**src/rtl/spi_temp_sensor_slave.sv**
```systemverilog
// ---------------------------------------------------------------------------
// spi_temp_sensor_slave
//
// LM70-style SPI temperature sensor slave. It oversamples the SPI pins on the
// system clock. Each frame shifts out a temperature snapshot, or the ID code
// while in shutdown, MSB first. It then shifts in a host command word. A
// complete command equal to SHUTDOWN_CMD puts the device in shutdown. Any
// other complete command takes it out of shutdown.
//
// Ports:
//   clk         system clock (>= 8x SCK)
//   rst_n       asynchronous active-low reset
//   CS          SPI chip select, active low (asynchronous)
//   SCK         SPI serial clock (asynchronous)
//   SI          serial data from host
//   SO          serial data to host
//   SO_OE       SO drive enable, high for the duration of a frame
//   temp_in     new temperature value
//   temp_valid  one-clk strobe loading temp_in into the temperature register
//   shutdown    device is in shutdown
//   cmd_out     last complete command received
//   cmd_valid   one-clk pulse when cmd_out updates
//   busy        frame in progress
// ---------------------------------------------------------------------------
module spi_temp_sensor_slave #(
    parameter int                DATA_W       = 16,
    parameter int                CMD_W        = 16,
    parameter logic [DATA_W-1:0] TEMP_RESET   = 16'h44C0,
    parameter logic [DATA_W-1:0] ID_CODE      = 16'h8001,
    parameter logic [CMD_W-1:0]  SHUTDOWN_CMD = 16'h00FF,
    parameter bit                CPOL         = 1'b0,
    parameter bit                CPHA         = 1'b0,
    parameter int                SYNC_STAGES  = 2
) (
    input  logic              clk,
    input  logic              rst_n,
    input  logic              CS,
    input  logic              SCK,
    input  logic              SI,
    output logic              SO,
    output logic              SO_OE,
    input  logic [DATA_W-1:0] temp_in,
    input  logic              temp_valid,
    output logic              shutdown,
    output logic [CMD_W-1:0]  cmd_out,
    output logic              cmd_valid,
    output logic              busy
);

    localparam int MAX_W = (DATA_W > CMD_W) ? DATA_W : CMD_W;
    localparam int CNT_W = $clog2(MAX_W) + 1;
    localparam logic [CNT_W-1:0] DATA_LAST = CNT_W'(DATA_W - 1);
    localparam logic [CNT_W-1:0] CMD_LAST  = CNT_W'(CMD_W - 1);
    localparam logic [CNT_W-1:0] CNT_ONE   = CNT_W'(1);

    typedef enum logic [1:0] {
        ST_IDLE = 2'd0,
        ST_DATA = 2'd1,
        ST_CMD  = 2'd2,
        ST_DONE = 2'd3
    } state_e;

    // Synchroniser chains and previous-sample registers
    logic [SYNC_STAGES-1:0] cs_sync_q;
    logic [SYNC_STAGES-1:0] sck_sync_q;
    logic [SYNC_STAGES-1:0] si_sync_q;
    logic                   cs_prev_q;
    logic                   eff_prev_q;

    // Frame state
    state_e             state_q,     state_d;
    logic [CNT_W-1:0]   cnt_q,       cnt_d;
    logic [DATA_W-1:0]  shift_q,     shift_d;
    logic [CMD_W-1:0]   cmd_shift_q, cmd_shift_d;
    logic               first_q,     first_d;
    logic [DATA_W-1:0]  temp_q,      temp_d;

    // Registered outputs
    logic               so_q,        so_d;
    logic               so_oe_q,     so_oe_d;
    logic               shutdown_q,  shutdown_d;
    logic [CMD_W-1:0]   cmd_out_q,   cmd_out_d;
    logic               cmd_valid_q, cmd_valid_d;
    logic               busy_q,      busy_d;

    logic              cs_s;
    logic              eff_s;
    logic              si_s;
    logic              cs_fall_s;
    logic              cs_rise_s;
    logic              lead_s;
    logic              trail_s;
    logic              sample_s;
    logic              launch_s;
    logic [DATA_W-1:0] snap_s;

    assign cs_s  = cs_sync_q[SYNC_STAGES-1];
    assign eff_s = sck_sync_q[SYNC_STAGES-1] ^ CPOL;
    assign si_s  = si_sync_q[SYNC_STAGES-1];

    // The CS chain resets low. A CS held low through reset therefore never
    // looks like a fresh fall, and a frame needs a genuine high-to-low edge.
    assign cs_fall_s = cs_prev_q & ~cs_s;
    assign cs_rise_s = ~cs_prev_q & cs_s;
    assign lead_s    = eff_s & ~eff_prev_q;
    assign trail_s   = ~eff_s & eff_prev_q;
    assign sample_s  = CPHA ? trail_s : lead_s;
    assign launch_s  = CPHA ? lead_s : trail_s;

    // Shutdown selects the ID word for the snapshot taken at CS fall.
    assign snap_s = shutdown_q ? ID_CODE : temp_q;

    // Pin synchronisers and edge-detect history
    always_ff @(posedge clk or negedge rst_n) begin
        if (!rst_n) begin
            cs_sync_q  <= '0;
            sck_sync_q <= {SYNC_STAGES{CPOL}};
            si_sync_q  <= '0;
            cs_prev_q  <= 1'b0;
            eff_prev_q <= 1'b0;
        end else begin
            cs_sync_q  <= {cs_sync_q[SYNC_STAGES-2:0], CS};
            sck_sync_q <= {sck_sync_q[SYNC_STAGES-2:0], SCK};
            si_sync_q  <= {si_sync_q[SYNC_STAGES-2:0], SI};
            cs_prev_q  <= cs_s;
            eff_prev_q <= eff_s;
        end
    end

    // Next-state and output logic for the frame FSM
    always_comb begin
        state_d     = state_q;
        cnt_d       = cnt_q;
        shift_d     = shift_q;
        cmd_shift_d = cmd_shift_q;
        first_d     = first_q;
        so_d        = so_q;
        so_oe_d     = so_oe_q;
        shutdown_d  = shutdown_q;
        cmd_out_d   = cmd_out_q;
        cmd_valid_d = 1'b0;

        if (temp_valid) begin
            temp_d = temp_in;
        end else begin
            temp_d = temp_q;
        end

        if (cs_rise_s) begin
            state_d = ST_IDLE;
            so_d    = 1'b0;
            so_oe_d = 1'b0;
            // Only a fully received command is committed.
            if (state_q == ST_DONE) begin
                cmd_out_d   = cmd_shift_q;
                cmd_valid_d = 1'b1;
                shutdown_d  = (cmd_shift_q == SHUTDOWN_CMD);
            end else begin
                cmd_valid_d = 1'b0;
            end
        end else begin
            case (state_q)
                ST_IDLE: begin
                    if (cs_fall_s) begin
                        state_d     = ST_DATA;
                        shift_d     = snap_s;
                        cnt_d       = '0;
                        cmd_shift_d = '0;
                        first_d     = 1'b1;
                        so_oe_d     = 1'b1;
                        so_d        = CPHA ? 1'b0 : snap_s[DATA_W-1];
                    end else begin
                        state_d = ST_IDLE;
                    end
                end
                ST_DATA: begin
                    // In CPHA=1 the first launch edge presents the MSB unshifted.
                    if (launch_s) begin
                        if (CPHA && first_q) begin
                            so_d    = shift_q[DATA_W-1];
                            first_d = 1'b0;
                        end else begin
                            shift_d = {shift_q[DATA_W-2:0], 1'b0};
                            so_d    = shift_q[DATA_W-2];
                        end
                    end else begin
                        shift_d = shift_q;
                    end
                    if (sample_s) begin
                        if (cnt_q == DATA_LAST) begin
                            state_d = ST_CMD;
                            cnt_d   = '0;
                            so_d    = 1'b0;
                        end else begin
                            cnt_d = cnt_q + CNT_ONE;
                        end
                    end else begin
                        cnt_d = cnt_q;
                    end
                end
                ST_CMD: begin
                    so_d = 1'b0;
                    if (sample_s) begin
                        cmd_shift_d = {cmd_shift_q[CMD_W-2:0], si_s};
                        if (cnt_q == CMD_LAST) begin
                            state_d = ST_DONE;
                            cnt_d   = '0;
                        end else begin
                            cnt_d = cnt_q + CNT_ONE;
                        end
                    end else begin
                        cnt_d = cnt_q;
                    end
                end
                ST_DONE: begin
                    so_d = 1'b0;
                end
                default: begin
                    state_d = ST_IDLE;
                    so_d    = 1'b0;
                    so_oe_d = 1'b0;
                end
            endcase
        end

        busy_d = (state_d != ST_IDLE);
    end

    // State and output registers
    always_ff @(posedge clk or negedge rst_n) begin
        if (!rst_n) begin
            state_q     <= ST_IDLE;
            cnt_q       <= '0;
            shift_q     <= '0;
            cmd_shift_q <= '0;
            first_q     <= 1'b0;
            temp_q      <= TEMP_RESET;
            so_q        <= 1'b0;
            so_oe_q     <= 1'b0;
            shutdown_q  <= 1'b0;
            cmd_out_q   <= '0;
            cmd_valid_q <= 1'b0;
            busy_q      <= 1'b0;
        end else begin
            state_q     <= state_d;
            cnt_q       <= cnt_d;
            shift_q     <= shift_d;
            cmd_shift_q <= cmd_shift_d;
            first_q     <= first_d;
            temp_q      <= temp_d;
            so_q        <= so_d;
            so_oe_q     <= so_oe_d;
            shutdown_q  <= shutdown_d;
            cmd_out_q   <= cmd_out_d;
            cmd_valid_q <= cmd_valid_d;
            busy_q      <= busy_d;
        end
    end

    assign SO        = so_q;
    assign SO_OE     = so_oe_q;
    assign shutdown  = shutdown_q;
    assign cmd_out   = cmd_out_q;
    assign cmd_valid = cmd_valid_q;
    assign busy      = busy_q;

endmodule

```
**config.mk**
```make
export PLATFORM = sky130hd
export DESIGN_NAME = spi_temp_sensor_slave
export DESIGN_NICKNAME = d
export VERILOG_FILES = /design/src/rtl/spi_temp_sensor_slave.sv
export SDC_FILE = /design/constraint.sdc
export NUM_CORES = 1
export LEC_CHECK = 0
export ABC_CLOCK_PERIOD_IN_PS = 2900
export CORE_ASPECT_RATIO = 1.1
export CORE_UTILIZATION = 59
export DETAILED_ROUTE_END_ITERATION = 6
export HOLD_SLACK_MARGIN = 0.06
export PLACE_DENSITY_LB_ADDON = 0.25
export SLEW_MARGIN = 10
export SYNTH_ARGS = -nofsm -noshare
export SYNTH_HDL_FRONTEND = slang
export SYNTH_SLANG_ARGS = --single-unit
```
**constraint.sdc**
```tcl
create_clock -name clk -period 2.9 [get_ports clk]
set_clock_uncertainty 0.2 [all_clocks]
set_input_delay 0.29 -clock clk [delete_from_list [all_inputs] [get_ports clk]]
set_output_delay 0.29 -clock clk [all_outputs]
set_load 0.03 [all_outputs]
```
==> results.cfg <==
[outcome]
status = completed

[die]
start_util_pct = 62.4
die_w_um = 74.5
num_io_pins = 43
core_mm2 = 0.00547
die_area_mm2 = 0.00609
die-height_um = 81.8
row_count = 28

[grt]
grt_max_degree = 84
grt_pass1_vias = 2122
grt-ovfl-total = 0
antenna_found_initial = 0
grt_pass1_wl_mm = 9.91
grtUsageTotal_pct = 22.3

[setup_path]
crit_fanout = 19
critPathKind = reg -> reg
cp.arrival_ns = 2.31
critPathCaptureType = flop
crit_path_start_kind = flop
cp.required_ns = 2.97

[route]
wl_per_cell_um = 16.0
drtIter0Drc = 105
drt_wl_total_mm = 6.23
drc = 0
dr.pass1.iters = 4
antenna_left = 0
via_per_inst = 5.65
num_vias = 2198

[yosys]
synth_top_area_share_pct = 57.9
syn_nets = 295
synth_cell_type_count = 39
ys_seq_area_share_pct = 61.0
yosysTopAreaCell = dfrtp_1
syn_inst = 265
avgSynthCellArea_um2 = 12.9
syn-cell-area_mm2 = 0.00341
synth_area_leaders = dfrtp_1 58%, mux2_2 11%, a22o_1 4.1%
ys_async_sr_fraction_pct = 100
ys.flop_type = dfrtp_1
ys_warn_count = 0
synth_edf_count = 0
ys_ff_latch = 83

[power_and_ir_drop]
power_frac_seq_pct = 51.3
power_frac_clock_pct = 39.7
power.internal_mw = 1.96
irDropWorstVdd_mv = 0.409
p_switching_uw = 580
p_leak_nw = 1.92
combPwrFrac_pct = 9.1
swShare_pct = 22.9
power.density_mw_per_mm2 = 612

[clock_network]
path_clk_slew_ns = 0.08
ctsHoldBuffers = 1
cts.sinks = 83
htree_num_levels = 3
cts.repair.resized = 0
insertion_delay_ns = 0.35
max-clock-path-buffers = 2
cts_setup_buffers = 0
numCtsBuffers = 9
cts_tree = built
clockRootBuffer = clkbuf_8

[place]
place_inst = 372
port_buffers = 42
dpl_cell_area_mm2 = 0.00389
dpl_worst_slack_ns = 0.683
dp_hpwl_mm = 4.00
gp_congestion = 0.829

[cells_and_area]
final_common_cell = dfrtp_1
final_cell_mix = 79 x dfrtp_1, 41 x clkdlybuf4s50_1, 34 x mux2_2, 23 x a21oi_1, 20 x nor2_1
drive_gt1_share_pct = 20.1
area_delta_synth_final_pct = 21.6
final_area_mm2 = 0.00415
fin_nets = 339
antenna_cells = 0
instances_no_fill = 389

[min_path]
worstHoldPathType = reg -> reg

[sta]
finalHoldViolations = 0
fmax_mhz = 447
fin_ws_ns = 0.664
rsz0062_at_grt = false
slew_headroom_pct = 34.1
setup_viol = 0
finalCritPeriodShare_pct = 77.1
drv_slew = 0
worst_pin_slew_ns = 0.989
fin_crit_ns = 2.24
tns_ns = 0

[job]
drv_cap = 0
==> layout make-up <==
cell class,count,area (µm²)
Multi-Input combinational cell,162,1250
Sequential cell,83,2080
Tap cell,75,93.8
Inverter,7,26.3
Fill cell,370,1320
Clock buffer,10,138
Clock inverter,6,111
Timing Repair Buffer,46,450
==> synth_stat cells, types with 2 or more instances <==
master and number:
dfstp_2 4, nand2b_1 2, nand2_1 9, a21oi_1 23, nor2_1 20, clkbuf_1 2, nor4b_1 2, nor2b_1 5
nand3_1 2, buf_2 11, inv_1 7, nor3b_1 2, a22o_1 16, mux2_2 34, nand4b_1 2, o21ai_0 3
dfrtp_1 79, ha_1 8, o21ai_1 2, a22oi_1 13
==> final timing paths <==
kind                         startpoint            to  slack (ns)  depth (start not counted)
min in group asynchronous         rst_n      cnt_q[0]        0.44                          2
hold reg to reg            cs_sync_q[0]  cs_sync_q[1]        0.15                          0
max in group asynchronous         rst_n    eff_prev_q        1.42                          2
setup / recovery             state_q[1]    shift_q[6]        0.66                          8
setup reg to reg             state_q[1]    shift_q[6]        0.66                          8
hold / removal             cs_sync_q[0]  cs_sync_q[1]        0.15                          0
==> worst max-delay path: stages, from the launching register on <==
cell	delay, ns
dfrtp_1	0.43
inv_1	0.11
ha_1	0.18
buf_4	0.24
nand3b_1	0.12
a211oi_2	0.44
buf_4	0.28
nor2_1	0.05
a21oi_1	0.12
==> registers in the layout, indices dropped and copies added, names as in the netlist <==
signal and flops:
SO 1, SO_OE 1, busy 1, cmd_out 16, cmd_shift_q 16, cmd_valid 1, cnt_q 5, cs_prev_q 1
cs_sync_q 2, eff_prev_q 1, sck_sync_q 2, shift_q 15, shutdown 1, si_sync_q 2, state_q 2, temp_q 16
==> through the flow <==
step	util (%)	hold slack, ns	power [mW]
2_1_floorplan	-	-0.206	1.45
3_3_place_gp	71.2	0.133	1.54
3_5_place_dp	71.2	0.139	1.55
4_1_cts	75.9	0.158	2.56
5_1_grt	75.9	0.160	2.64
6_report	75.9	0.155	2.54
==> power groups by stage <==
stage / sequential [mW] / clock (mW) / combinational, mW
final: 1.30 / 1.01 / 0.230
after global routing: 1.31 / 1.07 / 0.259
after CTS: 1.30 / 1.02 / 0.234
after detailed placement: 1.32 / 0 / 0.233
after global placement: 1.32 / 0 / 0.222
after floorplan: 1.32 / 0 / 0.139
==> kinds of logic after synthesis <==
group,after synthesis,synth area share (%)
AOI/OAI and AO/OA,65,13.2
and+or+nand+nor,54,8.73
muxes,35,11.5
buffers and inverters,20,2.60
DFF,83,61.0
adders and majority gates,8,2.93
==> routing by layer <==
metal,up-vias,wire (µm),GRT usage (%)
met1,1094,2870,28.8
met3,11,244,4.42
met5,-,0,0
met4,0,147,13.0
li1,1039,-,-
met2,54,2970,35.0
Power figures use the tool's default switching activity.
